===== config.mk =====
export PLATFORM = sky130hd
export DESIGN_NAME = pipelined_control_unit
export DESIGN_NICKNAME = d
export VERILOG_FILES = /design/src/rtl/pipelined_control_unit.sv
export SDC_FILE = /design/constraint.sdc
export NUM_CORES = 1
export LEC_CHECK = 0
export CELL_PAD_IN_SITES_DETAIL_PLACEMENT = 1
export CELL_PAD_IN_SITES_GLOBAL_PLACEMENT = 2
export CORE_MARGIN = 2
export CORE_UTILIZATION = 31
export CTS_BUF_LIST = sky130_fd_sc_hd__clkbuf_8
export DETAILED_ROUTE_END_ITERATION = 10
export PLACE_DENSITY_LB_ADDON = 0.1
export SKIP_CTS_REPAIR_TIMING = 1
export SLEW_MARGIN = 25
export SYNTH_ARGS = -nofsm -noshare
export SYNTH_HDL_FRONTEND = slang
export SYNTH_SLANG_ARGS = --single-unit
export TNS_END_PERCENT = 50

===== constraint.sdc =====
create_clock -name i_clock -period 4.3 [get_ports i_clock]
set_input_delay 0.43 -clock i_clock [delete_from_list [all_inputs] [get_ports i_clock]]
set_output_delay 0.43 -clock i_clock [all_outputs]
set_load 0.1 [all_outputs]

===== src/rtl/pipelined_control_unit.sv =====
// pipelined_control_unit: decodes the ID opcode into a 10-bit control bundle, carries it through EX/MEM/WB,
// and generates load-use stalls, mult/div holds, branch flushes and the illegal-opcode flag.
module pipelined_control_unit #(
    parameter int OP_W       = 5,
    parameter int REG_W      = 5,
    parameter int MD_LATENCY = 32
) (
    input  logic             i_clock,
    input  logic             i_reset,
    input  logic             i_id_valid,
    input  logic [OP_W-1:0]  i_id_opcode,
    input  logic [4:0]       i_id_aluop,
    input  logic [REG_W-1:0] i_id_rs,
    input  logic [REG_W-1:0] i_id_rt,
    input  logic [REG_W-1:0] i_id_rd,
    input  logic             i_ex_branch_taken,
    output logic [9:0]       o_ex_ctrl,
    output logic [9:0]       o_mem_ctrl,
    output logic [9:0]       o_wb_ctrl,
    output logic [REG_W-1:0] o_ex_rd,
    output logic [REG_W-1:0] o_wb_rd,
    output logic             o_stall,
    output logic             o_flush_ifid,
    output logic             o_illegal_op
);
    localparam int CW = (MD_LATENCY > 1) ? $clog2(MD_LATENCY) : 1;
    localparam logic [CW-1:0] MD_INIT = CW'(MD_LATENCY - 1);
    localparam logic [REG_W-1:0] LINK = '1;
    localparam logic [OP_W-1:0] OP_R    = OP_W'(0);
    localparam logic [OP_W-1:0] OP_J    = OP_W'(1);
    localparam logic [OP_W-1:0] OP_BNE  = OP_W'(2);
    localparam logic [OP_W-1:0] OP_JAL  = OP_W'(3);
    localparam logic [OP_W-1:0] OP_JR   = OP_W'(4);
    localparam logic [OP_W-1:0] OP_ADDI = OP_W'(5);
    localparam logic [OP_W-1:0] OP_BLT  = OP_W'(6);
    localparam logic [OP_W-1:0] OP_SW   = OP_W'(7);
    localparam logic [OP_W-1:0] OP_LW   = OP_W'(8);

    logic [9:0]       r_ex_ctrl, r_mem_ctrl, r_wb_ctrl;
    logic [REG_W-1:0] r_ex_rd, r_mem_rd, r_wb_rd;
    logic [CW-1:0]    r_md_count;
    logic [9:0]       w_dec;
    logic [REG_W-1:0] w_dest;
    logic             w_known, w_reads_rt, w_is_md, w_md_busy, w_load_use, w_bubble;

    always_comb begin
        w_dec      = '0;
        w_known    = 1'b1;
        w_reads_rt = 1'b0;
        w_dest     = i_id_rd;
        case (i_id_opcode)
            OP_R: begin
                w_dec      = 10'h006;
                w_reads_rt = 1'b1;
            end
            OP_ADDI: w_dec = 10'h024;
            OP_LW:   w_dec = 10'h025;
            OP_SW: begin
                w_dec      = 10'h028;
                w_reads_rt = 1'b1;
            end
            OP_J:    w_dec = 10'h040;
            OP_JAL: begin
                w_dec  = 10'h244;
                w_dest = LINK;
            end
            OP_JR:   w_dec = 10'h100;
            OP_BNE, OP_BLT: begin
                w_dec      = 10'h090;
                w_reads_rt = 1'b1;
            end
            default: w_known = 1'b0;
        endcase
        if (w_dest == '0) w_dec[2] = 1'b0;
    end

    assign w_is_md    = (i_id_opcode == OP_R) & ((i_id_aluop == 5'b00110) | (i_id_aluop == 5'b00111));
    assign w_md_busy  = r_md_count != '0;
    assign w_load_use = r_ex_ctrl[0] & (r_ex_rd != '0) & i_id_valid &
                        ((r_ex_rd == i_id_rs) | (w_reads_rt & (r_ex_rd == i_id_rt)));
    assign w_bubble   = i_ex_branch_taken | w_load_use | ~i_id_valid;

    // Gated by reset so both drop the moment reset rises, before any state clears.
    assign o_stall      = ~i_reset & (w_md_busy | (w_load_use & ~i_ex_branch_taken));
    assign o_flush_ifid = ~i_reset & i_ex_branch_taken & ~w_md_busy;
    assign o_illegal_op = i_id_valid & ~w_known;

    always_ff @(posedge i_clock or posedge i_reset) begin
        if (i_reset) begin
            r_ex_ctrl  <= '0;
            r_mem_ctrl <= '0;
            r_wb_ctrl  <= '0;
            r_ex_rd    <= '0;
            r_mem_rd   <= '0;
            r_wb_rd    <= '0;
            r_md_count <= '0;
        end else begin
            r_mem_ctrl <= w_md_busy ? '0 : r_ex_ctrl;
            r_mem_rd   <= w_md_busy ? '0 : r_ex_rd;
            r_wb_ctrl  <= r_mem_ctrl;
            r_wb_rd    <= r_mem_rd;
            if (w_md_busy) begin
                r_md_count <= r_md_count - CW'(1);
            end else if (w_bubble) begin
                r_ex_ctrl <= '0;
                r_ex_rd   <= '0;
            end else begin
                r_ex_ctrl <= w_dec;
                r_ex_rd   <= w_dest;
                if (w_is_md) r_md_count <= MD_INIT;
            end
        end
    end

    assign o_ex_ctrl  = r_ex_ctrl;
    assign o_mem_ctrl = r_mem_ctrl;
    assign o_wb_ctrl  = r_wb_ctrl;
    assign o_ex_rd    = r_ex_rd;
    assign o_wb_rd    = r_wb_rd;
endmodule


==> impl_results.rst, run 1 <==
.. list-table::
   :header-rows: 1

   * - Metric
     - Value
   * - Placed instance count
     - 327
   * - Fill count
     - 738
   * - Count of vias placed by the detailed router
     - 1,579
   * - Top-area cell type share of the netlist area
     - 0.553
   * - Crit-path leading delay family
     - buffers and inverters
   * - Core Region
     - 6720 um2
   * - Final min period
     - 3.08 ns
   * - Number of cell rows
     - 30
   * - Pleak
     - 1.30 nW
   * - Internal cell power
     - 886 uW
   * - Global-route wire length before repair
     - 8250 um
   * - Count of nets after finishing
     - 284
   * - WP buf/inv
     - 3
   * - Maximum vdd drop
     - 218 uV
   * - Last weighted congestion value of the routability-driven placer
     - 0.780
   * - Origin of the worst setup path
     - i_id_opcode[0]
   * - Library cell with the largest summed area after synthesis
     - dfrtp_1
   * - Remaining antenna violation count after routing
     - 0
   * - Total length of routed wires
     - 4930 um
   * - Via count of the first global-routing pass
     - 1,652
   * - Number of unique standard cell types used by synthesis
     - 44
   * - Combined global-route utilization of all metal layers
     - 0.141
   * - Number of instances in the synthesized netlist
     - 185
   * - Fraction of layout instances using a drive strength above 1
     - 0.129
   * - Layout-stage area growth over the synthesis result
     - 40.1%
   * - Startpoint of the most critical register-to-register path
     - r_md_count[0]$_DFFE_PP0P_
   * - Number of H-tree levels
     - 2
   * - Total I/O pin count
     - 72
   * - Clock slew at the register clock pins of the worst setup and hold paths
     - 0.08 ns
   * - Slew HR
     - 0.338
   * - Cell occurring most often along the worst timing path
     - clkdlybuf4s50_1
   * - Part of the total power dissipated in the clock network
     - 0.258
   * - Vertical extent of the die
     - 86.8 um
   * - Buffer cell driving the clock tree root
     - clkbuf_8
   * - Starting density of the core
     - 0.317
   * - Startpoint kind of the worst setup timing path
     - input pin
   * - Reported net switching power
     - 578 uW
   * - Sequential share of the synthesized area
     - 0.553
   * - Number of flops mapped to enable cells by yosys
     - 0
   * - Max-cap check violation count
     - 0
   * - Final clock skew
     - 0.00554 ns
   * - Combined flip-flop and latch cell area
     - 1180 um2
   * - Final HPWL DP
     - 3680 um
   * - Mapped Nets
     - 215
   * - Pre-CTS setup slack
     - 1.22 ns
   * - Antenna violations before repair
     - 0
   * - Setup Crit Path Kind
     - in -> out
   * - Number of iterations in the first detailed-routing pass
     - 4
   * - Fraction of synthesis flops using an asynchronous set or reset pin
     - 1.00
   * - Actual transition at the worst max-transition pin
     - 0.989 ns
   * - Netlist Area Pre-Place
     - 2130 um2
   * - Final worst-path setup slack
     - 1.22 ns
   * - Endpoints failing setup
     - 0
   * - Commonest cells post-synth
     - dfrtp_1 (47), nand2_1 (21), and2_1 (14)
   * - Largest incremental delay on the critical path
     - 1.12 ns
   * - Arrival time at the worst endpoint
     - 2.65 ns
   * - TritonCTS clock tree
     - done
   * - Number of sinks driven by the clock tree
     - 47
   * - Most frequent cell after synthesis
     - dfrtp_1
   * - Die extent in x
     - 86.8 um
   * - Crit path cell chain
     - clkdlybuf4s50_1 -> nor3_1 -> buf_4 -> nor2b_1 -> o21a_1 -> clkdlybuf4s50_1
   * - Final Non-Filler Cells
     - 335
   * - Biggest area contributors in the synthesized netlist
     - dfrtp_1 (55%), and2_1 (4.1%), o21ai_2 (4.1%)
   * - Max Buffers Root-to-Sink
     - 2
   * - Synthesized area per cell
     - 11.5 um2
   * - Final-report hold violation count
     - 0
   * - Count of buffers from port buffering
     - 70
   * - Fraction of power consumed by sequential logic
     - 0.369
   * - Mean routed wirelength per cell
     - 14.7 um
   * - Final-layout setup total negative slack
     - 0 ns
   * - Highest-delay cell along the critical path
     - clkdlybuf4s50_1
   * - Clock buffers created by TritonCTS
     - 5
   * - Initial DRC Count
     - 35
   * - Hold Crit Start
     - r_mem_rd[3]$_DFF_PP0_
   * - Area of the die
     - 7540 um2
   * - Most used flip-flop cell after synthesis
     - dfrtp_1
   * - Data required time of the critical path
     - 3.87 ns
   * - Largest fanout on the critical path
     - 7
   * - Power share of the combinational group
     - 0.373
   * - Share of total power consumed by net switching
     - 0.395
   * - Fin crit share
     - 0.717
   * - Clock insertion delay at the later pin of the skew report
     - 0.30 ns
   * - Fmax achieved
     - 0.324 GHz
   * - GRT overflow
     - 0
   * - Power per cell area
     - 491 nW/um2
   * - Area taken by multi-input logic gates
     - 836 um2
   * - CP endpoint kind
     - output pin
   * - Drt via density
     - 4.71
   * - Final antenna diode count
     - 0
   * - Largest net degree at the start of global routing
     - 50
   * - Run status
     - completed
   * - Number of flip-flops and latches in the synthesized netlist
     - 47
   * - Remaining design rule violation count
     - 0
   * - HP Class
     - reg -> reg
   * - Final Max Slew Viols
     - 0
   * - RSZ-0062 raised after global routing
     - false
   * - Count of warnings emitted by yosys
     - 0
==> through the flow <==
stage	utilization	cell area, um2	hold slack, ns	total power, mW
final	0.444	2980	0.354	1.46
after global routing	0.444	2980	0.359	1.54
after CTS	0.444	2980	0.357	1.48
after detailed placement	0.424	2850	0.336	1.10
after global placement	0.424	2850	0.334	1.09
after floorplan	-	2130	0.331	0.966
==> path summary, 6_finish.rpt <==
kind / endpoint / slack, ns / cells after the start
setup / recovery: o_illegal_op / 1.22 / 6
hold / removal: o_wb_rd[3]$_DFF_PP0_ / 0.35 / 0
setup reg to reg: r_md_count[1]$_DFFE_PP0P_ / 1.91 / 6
hold reg to reg: o_wb_rd[3]$_DFF_PP0_ / 0.35 / 0
max in group asynchronous: o_wb_rd[0]$_DFF_PP0_ / 3.24 / 3
min in group asynchronous: o_ex_ctrl[0]$_DFFE_PP0N_ / 0.66 / 3
==> layout by cell type (no fill, tap or decap), drive strengths merged, types with 2 or more instances in the layout <==
master,count
a2111oi,2
a21oi,2
and2,15
and3,2
buf,5
bufinv,2
clkbuf,5
clkdlybuf4s50,68
dfrtp,47
inv,5
nand2,21
nand3,6
nand4,6
nor2,12
nor2b,4
nor3,5
nor3b,2
o21ai,10
o31ai,9
xnor2,4
xor2,9
==> power groups by stage <==
stage | clock network [mW] | logic (mW) | registers, mW
2_1_floorplan | 0 | 0.253 | 0.713
3_3_place_gp | 0 | 0.545 | 0.549
3_5_place_dp | 0 | 0.551 | 0.550
4_1_cts | 0.388 | 0.553 | 0.542
5_1_grt | 0.408 | 0.582 | 0.549
6_report | 0.377 | 0.546 | 0.541
==> cells by family after synthesis <==
| group | count (synthesis) | share of synthesized area |
|---|---|---|
| simple gates | 80 | 0.202 |
| flops | 47 | 0.553 |
| compound gates | 29 | 0.129 |
| buf+inv | 15 | 0.0565 |
| xor+xnor | 13 | 0.0535 |
| fa+ha+maj | 1 | 0.00588 |
==> sequential cells by signal, indices dropped and copies added, names as in the netlist <==
| name | count |
|---|---|
| o_wb_ctrl | 9 |
| o_ex_ctrl | 9 |
| o_ex_rd | 5 |
| r_mem_rd | 5 |
| o_wb_rd | 5 |
| r_md_count | 5 |
| o_mem_ctrl | 9 |
==> final cells by class <==
class,instances,area share
inverters,4,0.00588
flip-flops and latches,47,0.395
multi-input cells,123,0.280
clock inverters,3,0.0214
well taps,80,0.0336
repair buffers,73,0.241
clock buffers,5,0.0231
==> routing by layer <==
metal,share of wire,global-route usage
met2,0.46,0.226
met4,0.011,0.0384
met1,0.48,0.195
met3,0.048,0.0276
met5,0,0
No activity file was read; power rests on OpenSTA's default activity.
==> run 2: changes to the inputs <==
CORE_UTILIZATION = 29   (was 31)
clock period = 3.25 ns   (was 4.3 ns; I/O delays follow)
==> run 2 against run 1 <==
  * Critical path depth up 1
  * Global-route usage down 0.86 points
  * First-iteration DRC count is 17% lower
  * Register-to-register slack got worse by 1.0 ns
  * Die area increased by 6.6%
  * Highest routed layer unchanged
==> impl_results.rst, run 2 (synthesis gave the netlist of run 1 again) <==
.. list-table::
   :header-rows: 1

   * - Metric
     - Value
   * - Initial DRC Count
     - 29
   * - Run status
     - completed
   * - Number of H-tree levels
     - 2
   * - Total length of routed wires
     - 4980 um
   * - Final antenna diode count
     - 0
   * - Fin crit share
     - 0.857
   * - Clock buffers created by TritonCTS
     - 5
   * - RSZ-0062 raised after global routing
     - false
   * - Final Max Slew Viols
     - 0
   * - Remaining antenna violation count after routing
     - 0
   * - Final hold slack
     - 0.356 ns
   * - Top Metal Used
     - met4
   * - Data required time of the critical path
     - 2.92 ns
   * - Most frequent cells in the layout
     - clkdlybuf4s50_1 (65), dfrtp_1 (47), nand2_1 (21), and2_1 (14), nor2_1 (11)
   * - Max-cap check violation count
     - 0
   * - Pleak
     - 1.30 nW
   * - Slew HR
     - 0.337
   * - GRT overflow
     - 0
   * - Final Non-Filler Cells
     - 355
   * - Clock insertion delay at the later pin of the skew report
     - 0.29 ns
   * - CP endpoint kind
     - output pin
   * - Clock slew at the register clock pins of the worst setup and hold paths
     - 0.09 ns
   * - Fraction of layout instances using a drive strength above 1
     - 0.148
   * - Area of the die
     - 8040 um2
   * - Number of sinks driven by the clock tree
     - 47
   * - Crit-path leading delay family
     - simple AND/OR/NAND/NOR gates
   * - WP buf/inv
     - 2
   * - Highest-delay cell along the critical path
     - or2_1
   * - Drt via density
     - 4.50
   * - Final HPWL DP
     - 3830 um
   * - WL met2
     - 2310 um
   * - Buffer cell driving the clock tree root
     - clkbuf_8
   * - Crit path cell chain
     - inv_1 -> ha_1 -> or3b_1 -> or2_1 -> nand2_1 -> o31ai_4 -> buf_12
   * - Final-report hold violation count
     - 0
   * - Remaining design rule violation count
     - 0
   * - Actual transition at the worst max-transition pin
     - 0.991 ns
   * - Final min period
     - 2.78 ns
   * - Antenna violations before repair
     - 0
   * - Arrival time at the worst endpoint
     - 2.46 ns
   * - Most frequent standard cell in the layout excluding fill and tap cells
     - clkdlybuf4s50_1
   * - Setup Crit Path Kind
     - reg -> out
   * - TritonCTS clock tree
     - done
   * - Largest incremental delay on the critical path
     - 0.51 ns
   * - Die extent in x
     - 89.6 um
   * - Combined global-route utilization of all metal layers
     - 0.132
   * - Detail Route met3 WL
     - 281 um
   * - Core Region
     - 7180 um2
   * - Endpoints failing setup
     - 0
   * - Number of iterations in the first detailed-routing pass
     - 4
   * - HP Class
     - reg -> reg
   * - Vertical extent of the die
     - 89.6 um
   * - Fmax achieved
     - 0.359 GHz
   * - Count of vias placed by the detailed router
     - 1,596
   * - Last weighted congestion value of the routability-driven placer
     - 0.766
   * - Number of cell rows
     - 31
   * - Max Buffers Root-to-Sink
     - 2
   * - Count of nets after finishing
     - 285
   * - Count of buffers from port buffering
     - 70
   * - Final clock skew
     - 0.00296 ns
   * - Final-layout setup total negative slack
     - 0 ns
   * - Global-route wire length before repair
     - 8050 um
   * - Placed instance count
     - 347
   * - Maximum vdd drop
     - 230 uV
   * - Starting density of the core
     - 0.296
   * - Total I/O pin count
     - 72
   * - Largest net degree at the start of global routing
     - 48
   * - Via count of the first global-routing pass
     - 1,590
   * - Largest fanout on the critical path
     - 20
   * - Mean routed wirelength per cell
     - 14.0 um
   * - Routed metal-1 wire length
     - 2310 um
   * - Power per cell area
     - 603 nW/um2
   * - Startpoint kind of the worst setup timing path
     - flop
   * - Layout-stage area growth over the synthesis result
     - 41.2%
## run 2: worst register-to-register path: stages (launching register included)
cell and delay, ns:
dfrtp_1 0.41, inv_1 0.10, ha_1 0.19, or3b_1 0.41, or2_1 0.51, a2111oi_0 0.49
a311oi_1 0.09
## run 2: metrics by stage
stage          utilization  setup WS [ns]  power (mW)  area (um2)
2_1_floorplan            -          0.143        1.28        2140
3_3_place_gp         0.405          0.642        1.46        2910
3_5_place_dp         0.405          0.620        1.47        2910
4_1_cts              0.419          0.431        1.85        3000
5_1_grt              0.419          0.314        1.92        3000
6_report             0.419          0.466        1.81        3000
## run 2: cell type report
class                   count  area [um2]
multi-input cells         123         845
clock buffers               6        82.6
fillers                   787        4170
well taps                  99         124
flip-flops and latches     47        1180
inverters                   4        17.5
repair buffers             74         743
clock inverters             2        16.3
## run 2: worst paths after layout
path	from	depth (start not counted)	endpoint	slack, ns
max	r_md_count[0]$_DFFE_PP0P_	7	o_stall	0.47
min	r_mem_rd[1]$_DFF_PP0_	0	o_wb_rd[1]$_DFF_PP0_	0.36
max reg2reg	r_md_count[0]$_DFFE_PP0P_	6	r_md_count[1]$_DFFE_PP0P_	0.91
min reg2reg	r_mem_rd[1]$_DFF_PP0_	0	o_wb_rd[1]$_DFF_PP0_	0.36
max in group asynchronous	i_reset	3	o_wb_ctrl[2]$_DFF_PP0_	2.23
min in group asynchronous	i_reset	3	r_md_count[3]$_DFFE_PP0P_	0.62
## run 2: where the power goes
group          internal [mW]  leakage [nW]  switching (mW)
sequential             0.649         0.645          0.0648
clock                  0.174        0.0474           0.195
combinational          0.227         0.608           0.504
## run 2: routing by layer
layer | vias to the layer above | track usage
met5 | - | 0
met4 | 0 | 0.0421
met3 | 7 | 0.0283
met2 | 55 | 0.211
met1 | 762 | 0.180
li1 | 772 | -
